==> src/rtl/cpu_sequencer.sv <==
// Multi-cycle control unit for the 8-bit accumulator CPU: owns pc/ir, fetches over a
// req/ack handshake and steps each instruction through FETCH -> DECODE -> EXECUTE.
module cpu_sequencer #(
    parameter int unsigned       ADDR_W   = 8,
    parameter int unsigned       DATA_W   = 8,
    parameter logic [ADDR_W-1:0] RESET_PC = '0
) (
    input  logic              clk,
    input  logic              reset,
    input  logic              run,
    output logic              mem_req,
    output logic [ADDR_W-1:0] mem_addr,
    input  logic [DATA_W-1:0] mem_rdata,
    input  logic              mem_ack,
    input  logic              acc_zero,
    output logic [ADDR_W-1:0] pc,
    output logic [DATA_W-1:0] ir,
    output logic [2:0]        alu_operation,
    output logic [DATA_W-1:0] alu_op2,
    output logic              acc_we,
    output logic              halted,
    output logic [2:0]        state
);

    typedef enum logic [2:0] {
        StIdle    = 3'd0,
        StFetch   = 3'd1,
        StDecode  = 3'd2,
        StExecute = 3'd3,
        StHalt    = 3'd4
    } state_e;

    localparam logic [2:0] OpLdi = 3'b100;
    localparam logic [2:0] OpJmp = 3'b101;
    localparam logic [2:0] OpJz  = 3'b110;
    localparam logic [2:0] OpHlt = 3'b111;

    state_e            state_q, state_d;
    logic [ADDR_W-1:0] pc_q, pc_d;
    logic [DATA_W-1:0] ir_q, ir_d;
    logic              run_q;

    logic [2:0]        opcode;
    logic [ADDR_W-1:0] jump_target;

    assign opcode      = ir_q[DATA_W-1 -: 3];
    assign jump_target = {{(ADDR_W-5){1'b0}}, ir_q[4:0]};

    always_ff @(posedge clk or negedge reset) begin
        if (!reset) begin
            state_q <= StIdle;
            pc_q    <= RESET_PC;
            ir_q    <= '0;
            run_q   <= 1'b0;
        end else begin
            state_q <= state_d;
            pc_q    <= pc_d;
            ir_q    <= ir_d;
            run_q   <= run;
        end
    end

    always_comb begin
        state_d = state_q;
        pc_d    = pc_q;
        ir_d    = ir_q;
        case (state_q)
            StIdle: begin
                if (run) state_d = StFetch;
            end
            StFetch: begin
                if (mem_ack) begin
                    ir_d    = mem_rdata;
                    pc_d    = pc_q + ADDR_W'(1);
                    state_d = StDecode;
                end
            end
            StDecode: state_d = StExecute;
            StExecute: begin
                state_d = StFetch;
                case (opcode)
                    OpJmp:   pc_d = jump_target;
                    OpJz:    if (acc_zero) pc_d = jump_target;
                    OpHlt:   state_d = StHalt;
                    default: ;
                endcase
            end
            StHalt: begin
                // Edge-triggered resume so a run level held across HLT does not restart.
                if (run && !run_q) state_d = StFetch;
            end
            default: state_d = StIdle;
        endcase
    end

    always_comb begin
        mem_req = (state_q == StFetch);
        halted  = (state_q == StHalt);
        acc_we  = (state_q == StExecute) && (opcode <= OpLdi);
    end

    assign mem_addr      = pc_q;
    assign pc            = pc_q;
    assign ir            = ir_q;
    assign alu_operation = opcode;
    assign alu_op2       = {{(DATA_W-5){1'b0}}, ir_q[4:0]};
    assign state         = state_q;

endmodule

==> config.mk <==
export PLATFORM = sky130hd
export DESIGN_NAME = cpu_sequencer
export DESIGN_NICKNAME = d
export VERILOG_FILES = /design/src/rtl/cpu_sequencer.sv
export SDC_FILE = /design/constraint.sdc
export NUM_CORES = 1
export LEC_CHECK = 0
export CAP_MARGIN = 10
export CELL_PAD_IN_SITES_DETAIL_PLACEMENT = 1
export CELL_PAD_IN_SITES_GLOBAL_PLACEMENT = 1
export CORE_MARGIN = 5
export CORE_UTILIZATION = 28
export CTS_CLUSTER_DIAMETER = 200
export DETAILED_ROUTE_END_ITERATION = 16
export PLACE_DENSITY = 0.85
export SLEW_MARGIN = 20
export SYNTH_ARGS = -nofsm -noshare
export SYNTH_HDL_FRONTEND = slang
export SYNTH_SLANG_ARGS = --single-unit
==> constraint.sdc <==
create_clock -name clk -period 1.3 [get_ports clk]
set_input_delay 0.195 -clock clk [delete_from_list [all_inputs] [get_ports clk]]
set_output_delay 0.195 -clock clk [all_outputs]
set_load 0.05 [all_outputs]
==> After elaboration in Yosys (flattened, before gate mapping) <==
Index checks and enable logic that the tools add are counted.
{ "totals": {"word_cells": 35, "regBits": 20} }
{ "classes": {"n_mux": 9, "order_cmp": 1, "n_eq_ne": 12, "n_reduce_logical": 8, "add_sub_neg": 1} }
{ "op_table": {"columns": ["operator", "n"], "rows": [
  ["one-hot mux 8 bit (2 select lines)", 2],
  ["two-way mux 8 bit", 2],
  ["one-hot mux 3 bit (5 select lines)", 1],
  ["== test 3 bit (second input constant)", 4],
  ["two-way mux 3 bit", 4],
  ["adder 8 x 1 -> 8 bit (second input constant)", 1],
  ["== test 3 x 2 -> 1 bit (second input constant)", 2],
  ["!= test 2 x 1 -> 1 bit (second input constant)", 2],
  ["AND reduction 4 bit", 1],
  ["== test 3 x 1 -> 1 bit (second input constant)", 1],
  ["<= comparator 3 bit (second input constant)", 1],
  ["logical NOT 3 bit", 1],
  ["!= test 3 x 1 -> 1 bit (second input constant)", 1],
  ["!= test 3 bit (second input constant)", 1],
  ["AND reduction 3 bit", 1],
  ["logical AND 1 bit", 2],
  ["!= test 2 bit (second input constant)", 1],
  ["AND reduction 2 bit", 1],
  ["nonzero test 2 bit", 1],
  ["logical NOT 1 bit", 1]
]} }

==> Depth between registers and ports, before layout <==
{ "logic_depth": {"depth_word": 4, "mapped_depth": 5, "mapped_depth_nobuf": 5} }

==> Least setup slack after synthesis <==
No wires, ideal clock.
{ "synth_timing": {"path_kind": "register to register", "from": "register ir_q[7] (netlist: ir[7])", "to": "register pc_q[4] (netlist: mem_addr[4])", "path_slack_ns": -0.478, "stages_incl_launch_ff": 5, "arrival_time_ns": 1.671, "cell_sequence": "dfrtp_1 > and4b_1 > a211oi_4 > nand2b_4 > a2111oi_4"} }
{ "synth_between": {"elab_chain_len": 3, "word_cells_on_any_way": 7, "cone_classes": "4 x eq/ne; 2 x mux; 1 x reduce/logical"} }
{ "synth_rtl": {"columns": ["element", "line", "rtl"], "rows": [
  ["from (decl)", "40", "logic [DATA_W-1:0] ir_q, ir_d;"],
  ["from (signal assigned)", "58", "ir_q <= ir_d;"],
  ["== test 3 bit", "81", "case (opcode)"],
  ["one-hot mux 8 bit (2 select lines), or another cell as far along", "81", null],
  ["one-hot mux 8 bit (2 select lines) / AND reduction 4 bit (equally long branches)", null, null],
  ["to (signal assigned)", "57", "pc_q <= pc_d;"],
  ["to (decl)", "39", "logic [ADDR_W-1:0] pc_q, pc_d;"]
]} }
Parallel ways exist; a longest one is shown, timed or not.
A chain may end at the register's enable or synchronous reset.

==> Final worst setup path <==
{ "layout_timing": {"from": "register state_q[2] (netlist: state[2])", "to": "output port acc_we"} }
{ "layout_between": {"elab_chain_len": 2} }
{ "layout_rtl": {"columns": ["element", "line", "rtl"], "rows": [
  ["from (decl)", "38", "state_e state_q, state_d;"],
  ["from (signal assigned)", "51", "state_q <= StIdle;"],
  ["from (signal assigned)", "56", "state_q <= state_d;"],
  ["== test 3 x 2 -> 1 bit", "99", "acc_we = (state_q == StExecute) && (opcode <= OpLdi);"],
  ["logical AND 1 bit", "99", null],
  ["to (decl)", "20", "output logic acc_we,"]
]} }
Every way passes these cells.

==> flow_summary.ini <==
[run_status]
status = finished, violations left
violations = setup timing

[flow_run]
maxCapViolations = 0

[sta]
maxSlewViolCount = 0
fin_tns_setup_ps = -3010
rsz0062_at_grt = true
skew_ps = 1.786
finalWorstSetupSlack_ps = -260.5
hold_slack_ps = 269.1
finalCritPeriodShare_pct = 120.0
setup_viol = 24
timing.fmax_mhz = 640.8
hold_viol_final = 0
fin_crit_ps = 1561

[placement]
numPortBuffers = 50
dpl_cell_area_sq_um = 2325
dp_hpwl_mm = 3.207
routabilityCongestion = 0.7558

[drt]
routed_wl_mm = 5.124
drtAntennaViolNets = 0
vias = 1269
drt-pass1-iter-count = 4
routed_via_density = 5.056
drt-initial-drc-count = 148
post_drt_wl_per_cell_um = 20.41
drc = 0

[clock_network]
clock_latency_ps = 270
cts-root-buf = clkbuf_8
cts_tree = yes
clockBufferDepth = 2
cts.clk_slew.worst_paths_ps = 80
cts_buffers = 3
holdBufCountCts = 0
htree_levels = 1
cts_sinks = 20

[setup_path]
path_cells = and2b_2 -> buf_6 -> and3_4 -> buf_12
r2r_cells = 4
crit_path_end_kind = output pin
worst_path_largest_cell_delay_ps = 440
r2r-end = mem_addr[3]
crit_path_top_delay_cell = dfrtp_2
arrival_ps = 1370
crit_required_ps = 1110
setup.worst_path.start_class = flip-flop
crit_family = flip-flops
critPathMaxFanout = 3
cp_num_buf_inv = 2
r2r_start = state[1]
crit_type = flip-flop to output pin
reg2reg_slack_ps = -210

[die]
die-height_um = 76.92
start_util_pct = 28.79
ios = 54
die_w_um = 76.92
die-area_sq_um = 5916
rows = 24
core_area_sq_um = 4354

[grt]
grt_pass1_vias = 1377
grt_antenna_before_repair = 0
grt_first_pass_wirelength_mm = 7.465
grt_max_degree = 21
grt_overflow_total = 0
grt_usage_pct = 15.63

[final_layout]
mostFrequentLayoutCell = buf_12
syn2layout_area_growth_pct = 107.8
fin_area_sq_um = 2605
most-common-layout-cells = buf_12, buf_4, clkdlybuf4s50_1
drive_gt1_share_pct = 65.83
nets = 214
num_antenna_cells = 0

[power]
leakage_nw = 1.144
power.density_nw_per_um2 = 3195
peakVddDrop_mv = 1.748
finalPower_mw = 8.324

[synthesis]
yosys.area.top_type_share_pct = 39.92
ys_types = 35
synthCells = 124
synth.top_cells.by_area = dfrtp_1, buf_4, mux2_2
ys_seq_elements = 20
avgSynthCellArea_sq_um = 10.11
synth_area_sq_um = 1254
yosys.area.top_type = dfrtp_1
ys_seq_area_share_pct = 39.92
yosys_warnings = 0

[worst_hold_path]
min_path_type = input port to async pin
[worst max path at each step]
stage / start / end / slack, ps / cells after the start
after global placement: acc_zero / mem_addr[4] / -380 / 5
after CTS: state[2] / acc_we / -230 / 4
after detailed placement: acc_zero / mem_addr[4] / -400 / 5
final: state[2] / acc_we / -260 / 4
after global routing: state[2] / acc_we / -290 / 4
after floorplan: ir[6] / mem_addr[4] / -210 / 4
[area by class of cell]
type	count	area, sq um
multi-input combinational	80	732.0
tap	52	65.06
timing repair buffer	90	1221
inverter	5	18.77
fill	428	1749
clock buffer	4	55.05
sequential	20	513.0
[cell usage after synthesis (all sizes together)]
library cell	n
a2111oi	1
a211oi	1
a21o	1
a21oi	3
a221oi	2
a2bb2oi	1
a31oi	3
a32oi	1
and2	3
and2b	1
and3	4
and3b	1
and4b	2
and4bb	1
buf	21
conb	1
dfrtp	20
ha	1
inv	5
mux2	9
mux2i	2
nand2	7
nand2b	3
nand3	4
nand4	2
nor2	5
nor2b	3
nor3	4
nor3b	1
o21ai	7
o21bai	1
o22ai	3
[report_power, final]
part           internal (mW)  switching (mW)  leakage [nW]  total [mW]
sequential             0.890           0.430         0.238        1.32
combinational           3.20            3.28         0.877        6.49
clock                  0.271           0.245        0.0288       0.517
[layer usage]
metal / GRT usage (%) / wire [um] / vias to the layer above
met5: 0 / 0 / -
met4: 6.469 / 216 / 0
met3: 2.459 / 217 / 11
met2: 27.76 / 2758 / 47
met1: 18.48 / 1932 / 636
li1: - / - / 575
[timing repair]
item / 4_1_cts / 5_1_grt
gates resized for setup: 17 / 23
setup buffers: 8 / 6
pin swaps: 12 / 10
setup endpoints to repair: 19 / 25
hold endpoints to repair: 0 / 0
[cell families (layout without fill, tap and decap cells)]
group / Yosys count / count (layout) / share of synthesized area (%)
simple gates: 41 / 41 / 19.56
buf+inv: 26 / 99 / 13.67
compound gates: 24 / 24 / 15.87
flops: 20 / 20 / 39.92
mux: 11 / 11 / 9.681
fa+ha+maj: 1 / 1 / 0.9978
other cells: 1 / 3 / 0.2991
[sequential cells by signal, indices dropped and copies added, names as in the netlist]
register and count:
ir 8, mem_addr 8, state 3, run_q 1
[stage by stage]
stage,std cells,worst slack (ps),util [%]
floorplan,126,-205.7,-
global route,251,-287.3,59.83
detailed placement,236,-399.4,53.39
CTS,247,-230.7,57.07
global placement,236,-377.9,53.39
finish,251,-260.5,59.83
No activity file was read; power rests on OpenSTA's default activity.
